$ cat config.mk
export PLATFORM = sky130hd
export DESIGN_NAME = pipelined_adder
export DESIGN_NICKNAME = d
export VERILOG_FILES = /design/src/rtl/adder_pkg.sv /design/src/rtl/adder_slice_stage.sv /design/src/rtl/pipelined_adder.sv
export SDC_FILE = /design/constraint.sdc
export NUM_CORES = 1
export LEC_CHECK = 0
export CORE_MARGIN = 2
export CORE_UTILIZATION = 56
export DETAILED_ROUTE_END_ITERATION = 10
export PLACE_DENSITY = 0.95
export SLEW_MARGIN = 25
export SYNTH_ARGS = -nofsm -noshare
export SYNTH_HDL_FRONTEND = slang
export SYNTH_SLANG_ARGS = --single-unit
$ cat constraint.sdc
create_clock -name clk -period 7.9 [get_ports clk]
set_clock_uncertainty 0.05 [all_clocks]
set_input_delay 1.185 -clock clk [delete_from_list [all_inputs] [get_ports clk]]
set_output_delay 1.185 -clock clk [all_outputs]
set_load 0.005 [all_outputs]
$ cat src/rtl/adder_pkg.sv
// Shared definitions for the pipelined adder.
//   ADD_OP/SUB_OP/ADC_OP/SBB_OP : operation encodings on in_op
//   op_ctrl_t / op_ctrl()       : per-op operand inversion and carry-in
package adder_pkg;

  localparam logic [1:0] ADD_OP = 2'b00;
  localparam logic [1:0] SUB_OP = 2'b01;
  localparam logic [1:0] ADC_OP = 2'b10;
  localparam logic [1:0] SBB_OP = 2'b11;

  // invert_b selects b_eff = ~b; c0 is the carry into bit 0.
  typedef struct packed {
    logic invert_b;
    logic c0;
  } op_ctrl_t;

  function automatic op_ctrl_t op_ctrl(input logic [1:0] op, input logic cin);
    op_ctrl_t ctrl;
    case (op)
      ADD_OP:  ctrl = '{invert_b: 1'b0, c0: 1'b0};
      SUB_OP:  ctrl = '{invert_b: 1'b1, c0: 1'b1};
      ADC_OP:  ctrl = '{invert_b: 1'b0, c0: cin};
      SBB_OP:  ctrl = '{invert_b: 1'b1, c0: cin};
      default: ctrl = '{invert_b: 1'b0, c0: 1'b0};
    endcase
    return ctrl;
  endfunction

endpackage

$ cat src/rtl/adder_slice_stage.sv
// One pipeline stage of the pipelined adder: adds slice IDX of the operands
// using the carry handed over by the previous stage, and registers the
// result together with the forwarded operands and partial sum.
//   up_*  : upstream side (valid/ready, operands, partial sum, carry, zero bits)
//   dn_*  : downstream side (registered copies of the same, with slice IDX done)
module adder_slice_stage #(
  parameter int WIDTH  = 32,
  parameter int STAGES = 2,
  parameter int IDX    = 0
) (
  input  logic              clk,
  input  logic              rst_n,
  input  logic              up_valid,
  output logic              up_ready,
  input  logic [WIDTH-1:0]  up_a,
  input  logic [WIDTH-1:0]  up_b,
  input  logic [WIDTH-1:0]  up_sum,
  input  logic              up_carry,
  input  logic [STAGES-1:0] up_zero,
  output logic              dn_valid,
  input  logic              dn_ready,
  output logic [WIDTH-1:0]  dn_a,
  output logic [WIDTH-1:0]  dn_b,
  output logic [WIDTH-1:0]  dn_sum,
  output logic              dn_carry,
  output logic [STAGES-1:0] dn_zero
);

  localparam int S = WIDTH / STAGES;

  logic              valid_q, valid_d;
  logic [WIDTH-1:0]  a_q, a_d;
  logic [WIDTH-1:0]  b_q, b_d;
  logic [WIDTH-1:0]  sum_q, sum_d;
  logic              carry_q, carry_d;
  logic [STAGES-1:0] zero_q, zero_d;
  logic [S:0]        slice_res;

  // Accept when empty or when the held entry leaves this cycle (bubble squeeze).
  assign up_ready = !valid_q || dn_ready;

  always_comb begin
    slice_res = {1'b0, up_a[IDX*S +: S]} + {1'b0, up_b[IDX*S +: S]} + {{S{1'b0}}, up_carry};
  end

  always_comb begin
    valid_d = valid_q;
    a_d     = a_q;
    b_d     = b_q;
    sum_d   = sum_q;
    carry_d = carry_q;
    zero_d  = zero_q;
    if (up_ready) begin
      valid_d = up_valid;
      if (up_valid) begin
        a_d                = up_a;
        b_d                = up_b;
        sum_d              = up_sum;
        sum_d[IDX*S +: S]  = slice_res[S-1:0];
        carry_d            = slice_res[S];
        zero_d             = up_zero;
        zero_d[IDX]        = (slice_res[S-1:0] == '0);
      end
    end
  end

  always_ff @(posedge clk or negedge rst_n) begin
    if (!rst_n) begin
      valid_q <= 1'b0;
      a_q     <= '0;
      b_q     <= '0;
      sum_q   <= '0;
      carry_q <= 1'b0;
      zero_q  <= '0;
    end else begin
      valid_q <= valid_d;
      a_q     <= a_d;
      b_q     <= b_d;
      sum_q   <= sum_d;
      carry_q <= carry_d;
      zero_q  <= zero_d;
    end
  end

  assign dn_valid = valid_q;
  assign dn_a     = a_q;
  assign dn_b     = b_q;
  assign dn_sum   = sum_q;
  assign dn_carry = carry_q;
  assign dn_zero  = zero_q;

endmodule

$ cat src/rtl/pipelined_adder.sv
// Pipelined WIDTH-bit add/sub with carry, overflow and zero flags. The carry
// chain is cut into STAGES slices, one per register stage; latency STAGES,
// throughput one per cycle, valid/ready handshake with full backpressure.
//   clk, rst_n              : clock, async active-low reset
//   in_valid/in_ready       : input handshake
//   in_a, in_b, in_op, in_cin : operands, operation (ADD/SUB/ADC/SBB), carry-in
//   out_valid/out_ready     : output handshake
//   out_sum, out_cout, out_ovf, out_zero : result and flags
module pipelined_adder
  import adder_pkg::*;
#(
  parameter int WIDTH  = 32,
  parameter int STAGES = 2
) (
  input  logic             clk,
  input  logic             rst_n,
  input  logic             in_valid,
  output logic             in_ready,
  input  logic [WIDTH-1:0] in_a,
  input  logic [WIDTH-1:0] in_b,
  input  logic [1:0]       in_op,
  input  logic             in_cin,
  output logic             out_valid,
  input  logic             out_ready,
  output logic [WIDTH-1:0] out_sum,
  output logic             out_cout,
  output logic             out_ovf,
  output logic             out_zero
);

  op_ctrl_t         ctrl;
  logic [WIDTH-1:0] b_eff;

  assign ctrl  = op_ctrl(in_op, in_cin);
  assign b_eff = in_b ^ {WIDTH{ctrl.invert_b}};

  // Each stage owns its own link signals so the ready chain is not one
  // shared vector feeding back on itself.
  for (genvar k = 0; k < STAGES; k++) begin : g_stage
    logic              up_valid, up_ready, up_carry, dn_ready;
    logic [WIDTH-1:0]  up_a, up_b, up_sum;
    logic [STAGES-1:0] up_zero;
    logic              dn_valid, dn_carry;
    logic [WIDTH-1:0]  dn_a, dn_b, dn_sum;
    logic [STAGES-1:0] dn_zero;

    if (k == 0) begin : g_src
      assign up_valid = in_valid;
      assign up_a     = in_a;
      assign up_b     = b_eff;
      assign up_sum   = '0;
      assign up_carry = ctrl.c0;
      assign up_zero  = '0;
    end else begin : g_src
      assign up_valid = g_stage[k-1].dn_valid;
      assign up_a     = g_stage[k-1].dn_a;
      assign up_b     = g_stage[k-1].dn_b;
      assign up_sum   = g_stage[k-1].dn_sum;
      assign up_carry = g_stage[k-1].dn_carry;
      assign up_zero  = g_stage[k-1].dn_zero;
    end

    if (k == STAGES - 1) begin : g_snk
      assign dn_ready = out_ready;
    end else begin : g_snk
      assign dn_ready = g_stage[k+1].up_ready;
    end

    adder_slice_stage #(
      .WIDTH  (WIDTH),
      .STAGES (STAGES),
      .IDX    (k)
    ) u_stage (
      .clk      (clk),
      .rst_n    (rst_n),
      .up_valid (up_valid),
      .up_ready (up_ready),
      .up_a     (up_a),
      .up_b     (up_b),
      .up_sum   (up_sum),
      .up_carry (up_carry),
      .up_zero  (up_zero),
      .dn_valid (dn_valid),
      .dn_ready (dn_ready),
      .dn_a     (dn_a),
      .dn_b     (dn_b),
      .dn_sum   (dn_sum),
      .dn_carry (dn_carry),
      .dn_zero  (dn_zero)
    );
  end

  logic [WIDTH-1:0]  last_a, last_b;
  logic [STAGES-1:0] last_zero;
  logic              unused_low_operands;

  assign in_ready  = g_stage[0].up_ready;
  assign out_valid = g_stage[STAGES-1].dn_valid;
  assign out_sum   = g_stage[STAGES-1].dn_sum;
  assign out_cout  = g_stage[STAGES-1].dn_carry;
  assign last_a    = g_stage[STAGES-1].dn_a;
  assign last_b    = g_stage[STAGES-1].dn_b;
  assign last_zero = g_stage[STAGES-1].dn_zero;

  // Flags come straight off the final register; reset state gives all zeros.
  assign out_zero = &last_zero;
  assign out_ovf  = (last_a[WIDTH-1] == last_b[WIDTH-1]) && (out_sum[WIDTH-1] != last_a[WIDTH-1]);

  // Only the sign bits of the forwarded operands matter after the last slice.
  assign unused_low_operands = ^{last_a[WIDTH-2:0], last_b[WIDTH-2:0]};

endmodule

After elaboration in Yosys (flattened, before gate mapping)
Cells that the tools add are included.
- output and inout port bits: 37
- flip-flop bits (word level): 183
- input port bits: 71
- logic and storage cells: 34
- bitwise logic cells: 1
- reduce and logical (&&, ||, !) cells: 11
- add/sub/neg operators: 4
- eq/ne operators: 5
- mux-type cells: 1
- operator list (operator ; count):
    $add 16x16->17 ; 2
    $add 17x1->17 ; 2
    $logic_not 16->1 ; 2
    $xor 32x32->32 ; 1
    $pmux 2 s4 ; 1
    $reduce_and 2->1 ; 3
    $eq 2x2->1 const B ; 2
    $eq 2x1->1 const B ; 1
    $logic_not 1->1 ; 2
    $logic_not 2->1 ; 1
    $logic_or 1x1->1 ; 2
    $eq 1x1->1 ; 1
    $logic_and 1x1->1 ; 1
    $ne 1x1->1 ; 1

Longest topological paths before layout
- depth after elaboration: 6
- gate-level depth with buffers: 13
- depth with buffers taken out: 11

Modules after synthesis
A second synthesis with hierarchy kept.
- cell total of the unflattened synthesis: 729
- area, all modules: 9465.3 µm²
- by module, submodules not included (module ; area an instance (µm²) ; cells each ; times used ; seq. area each (µm²)):
    adder_slice_stage at g_stage[0].u_stage ; 4558.1 ; 350 ; 1 ; 2502.4
    adder_slice_stage at g_stage[1].u_stage ; 4518.1 ; 337 ; 1 ; 2502.4
    pipelined_adder ; 389.1 ; 42 ; 1 ; 0.0

Worst setup path before layout
OpenSTA, ideal clock, no wires.
- kind: in2reg
- start: in in_op[0]
- end: reg g_stage[0].u_stage.zero_q[0]
- slack: 3.548 ns
- buffers on the path: 2
- library setup time: 0.104 ns
- data arrival time: 4.199 ns
- stages on the path: 13
- path through: clkbuf_1 -> clkbuf_1 -> xnor2_1 -> fa_1 -> fa_1 -> nor2b_1 -> o31a_1 -> o311ai_2 -> a211oi_1 -> a41o_1 -> o21a_1 -> nor2_1 -> o41ai_2
- longest elaborated chain between the ends: 6
- RTL lines (element ; line ; RTL):
    start, declared ; pipelined_adder.sv:21 ; input logic [1:0] in_op,
    $eq 2x2->1, or another cell as far along ; adder_pkg.sv:19 ; case (op)
    $pmux 2 s4 (*) ; adder_pkg.sv:19 ;
    $xor 32x32->32 ; pipelined_adder.sv:35 ; assign b_eff = in_b ^ {WIDTH{ctrl.invert_b}};
    $add 16x16->17 ; adder_slice_stage.sv:43 ; slice_res = {1'b0, up_a[IDX*S +: S]} + {1'b0, up_b[IDX*S +: S]} + {{S{1'b0}}, up_carry};
    $add 17x1->17 (*) ; adder_slice_stage.sv:43 ;
    $logic_not 16->1 (*) ; adder_slice_stage.sv:62 ; zero_d[IDX] = (slice_res[S-1:0] == '0);
    end signal, assigned ; adder_slice_stage.sv:81 ; zero_q <= zero_d;
    end, declared ; adder_slice_stage.sv:36 ; logic [STAGES-1:0] zero_q, zero_d;
Mark *: on every way between the ends. The rest lies on a longest branch, timed or not.
A chain may end at the register's enable or synchronous reset.

Final worst setup path
Same ends and word-level chain as after synthesis.

==> out/qor.yml <==
outcome:
  outcome: "completed"
yosys:
  post_synth.cell_area_avg_um2: 10.4
  yosysUniqueCellTypes: 58
  yosys.area.top_type: "dfrtp_1"
  yosysTopAreaCellShare_pct: 42.6
  synth_edf_count: 0
  synth.top_cells.by_count: "dfrtp_1, nand2_1, mux2_2, o21ai_0, ha_1"
  syn_nets: 608
  seq_area_frac_synth_pct: 42.6
  yosysMostFrequentCell: "dfrtp_1"
  yosysWarnings: 0
  synthFlopType: "dfrtp_1"
  ys_ff_latch: 89
  synth.area.top_cells: "dfrtp_1, mux2_2, ha_1"
  async_flop_share_pct: 100
  syn_inst: 503
  netlist_area_um2: 5230
routing:
  firstDrtPassIters: 4
  dr.first_iter.drc_count: 237
  via_per_inst: 5.90
  wl_um: 12400
  vias: 4256
  post-route-drc-count: 0
  ant_nets: 0
  wl_per_cell_um: 17.2
sta:
  slew_headroom_pct: 35.2
  setup_tns_ns: 0
  tightest_slew_ns: 0.968
  hold_viol: 0
  finalCriticalPeriod_ns: 4.40
  holdWs_ns: 0.435
  drv_slew: 0
  layout_worst_path_cycle_share_pct: 55.7
  setup_viol: 0
  rsz0062_at_grt: "no"
  fmax_mhz: 227
global_route:
  antenna_found_initial: 0
  grt_use_total_pct: 26.1
  grt-ovfl-total: 0
  grt_pass1_wl_um: 20600
  grt_max_degree: 79
  grt_pass1_vias: 4269
critical_path:
  crit_arrival_ns: 4.61
  critPathKind: "input pin to register"
  worstSetupStartpointType: "input pin"
  worstPathRequired_ns: 8.11
  crit-reg2reg-launch: "g_stage[0].u_stage.dn_carry"
  worstPathMaxFanout: 33
  cp-startpoint: "in_op[0]"
  endpoint_kind: "register"
cts:
  numCtsBuffers: 9
  clkLatencyLatePin_ns: 0.37
  root_buffer: "clkbuf_8"
  cts_tree: "yes"
  cts_setup_buffers: 0
  cts_sinks: 89
  h-tree-depth: 3
  holdBufCountCts: 0
  clkTransAtPathRegs_ns: 0.10
  post_cts_resized: 0
  clk_path_buf_depth: 2
floorplan:
  rows: 35
  start_util_pct: 57.1
  core_um2: 9150
  ios: 108
  dieArea_um2: 10100
  die-height_um: 101
  die_w_um: 101
layout:
  syn_to_final_growth_pct: 25.3
  finalNetCount: 710
  num_antenna_cells: 0
  finish.utilization_pct: 71.6
  drive_above_1_share_pct: 13.6
  fillers: 658
worst_hold_path:
  hp-start: "g_stage[1].u_stage.dn_zero[1]"
  hold_class: "register to register"
pwr:
  power.density_nw_per_um2: 257
  ir_drop_v: 0.000119
  power_leakage_nw: 2.80
flow_run:
  cap_violations: 0
placed_design:
  gp_congestion: 0.904
  place_hpwl_um: 9510
  port-buffer-count: 107
-- worst paths after layout --
| check | slack [ns] | cells after the start | to |
|---|---|---|---|
| min in group asynchronous | 0.69 | 1 | g_stage[0].u_stage.dn_a[24] |
| hold / removal | 0.44 | 2 | g_stage[1].u_stage.dn_zero[1] |
| hold reg to reg | 0.44 | 2 | g_stage[1].u_stage.dn_zero[1] |
| setup reg to reg | 4.76 | 11 | g_stage[1].u_stage.dn_zero[1] |
| setup / recovery | 3.50 | 12 | g_stage[0].u_stage.dn_zero[0] |
| max in group asynchronous | 6.02 | 2 | g_stage[0].u_stage.dn_a[30] |
-- sequential cells by signal, summed over array words and instances, names as in the netlist --
name,count
g_stage.u_stage.dn_valid,2
g_stage.u_stage.dn_sum,48
g_stage.u_stage.dn_a,17
g_stage.u_stage.dn_b,17
g_stage.u_stage.dn_zero,3
g_stage.u_stage.dn_carry,2
-- final cells by class --
cell class	count	area, µm²	share of cell area, %
Multi-Input combinational cell	378	2860	43.7
Sequential cell	89	2230	34.0
Timing Repair Buffer	109	1080	16.5
Tap cell	111	139	2.12
Clock buffer	9	124	1.89
Inverter	18	67.6	1.03
Clock inverter	7	52.6	0.802
-- metrics by stage --
step	total power, mW	cell area (µm²)	setup WS [ns]	std cells
finish	1.68	6550	3.50	721
global placement	1.35	6380	3.32	705
global route	1.79	6550	3.25	721
CTS	1.68	6550	3.49	721
detailed placement	1.39	6380	3.15	705
floorplan	1.07	5230	3.55	503
-- layout by cell type, fill, tap and decap left out, drive strengths merged, types with 2 or more instances in the layout --
cell,synthesis,final
a2111o,2,2
a211oi,3,3
a21o,6,6
a21oi,18,18
a31oi,3,3
buf,6,4
clkbuf,12,9
clkdlybuf4s50,0,105
clkinv,0,3
dfrtp,89,89
fa,4,4
ha,30,30
inv,18,21
mux2,45,45
nand2,55,55
nand2b,7,7
nand3,10,10
nand3b,2,2
nand4b,2,2
nor2,18,18
nor2b,6,6
nor3,14,14
nor4,2,2
o2111ai,2,2
o211ai,6,6
o21a,13,13
o21ai,43,43
o221ai,2,2
o311ai,3,3
o31a,4,4
o31ai,9,9
or3,3,3
or4,3,3
xnor2,24,24
xor2,25,25
-- routing by layer --
layer | vias up | global-route usage, % | routed length (µm)
met5 | - | 0 | 0
li1 | 2004 | - | -
met4 | 0 | 9.59 | 318
met3 | 28 | 3.81 | 592
met2 | 151 | 44.4 | 6230
met1 | 2073 | 33.8 | 5300
-- where the power goes --
group	leakage (nW)	internal (mW)	switching, mW
Clock	0.0904	0.117	0.175
Combinational	1.64	0.389	0.337
Sequential	1.07	0.585	0.0801
Total	2.80	1.09	0.593
-- worst max-delay path, cell delays in order --
cell      delay (ns)
buf_2           0.68
mux2i_1         0.21
fa_1            0.47
fa_1            0.43
nor2b_1         0.16
o31a_1          0.21
o311ai_2        0.14
a211oi_1        0.34
a41o_1          0.26
o21a_1          0.13
nor2_1          0.06
o41ai_2         0.33
-- cells by family (layout without fill, tap and decap cells) --
| logic type | Yosys count | count (layout) | share of synthesized area, % |
|---|---|---|---|
| compound gates | 122 | 122 | 16.0 |
| flops | 89 | 89 | 42.6 |
| xor+xnor | 49 | 49 | 8.21 |
| fa+ha+maj | 34 | 34 | 8.71 |
| simple gates | 127 | 127 | 11.9 |
| buf+inv | 36 | 143 | 2.73 |
| mux | 46 | 46 | 9.88 |
No activity file was read; power rests on OpenSTA's default activity.
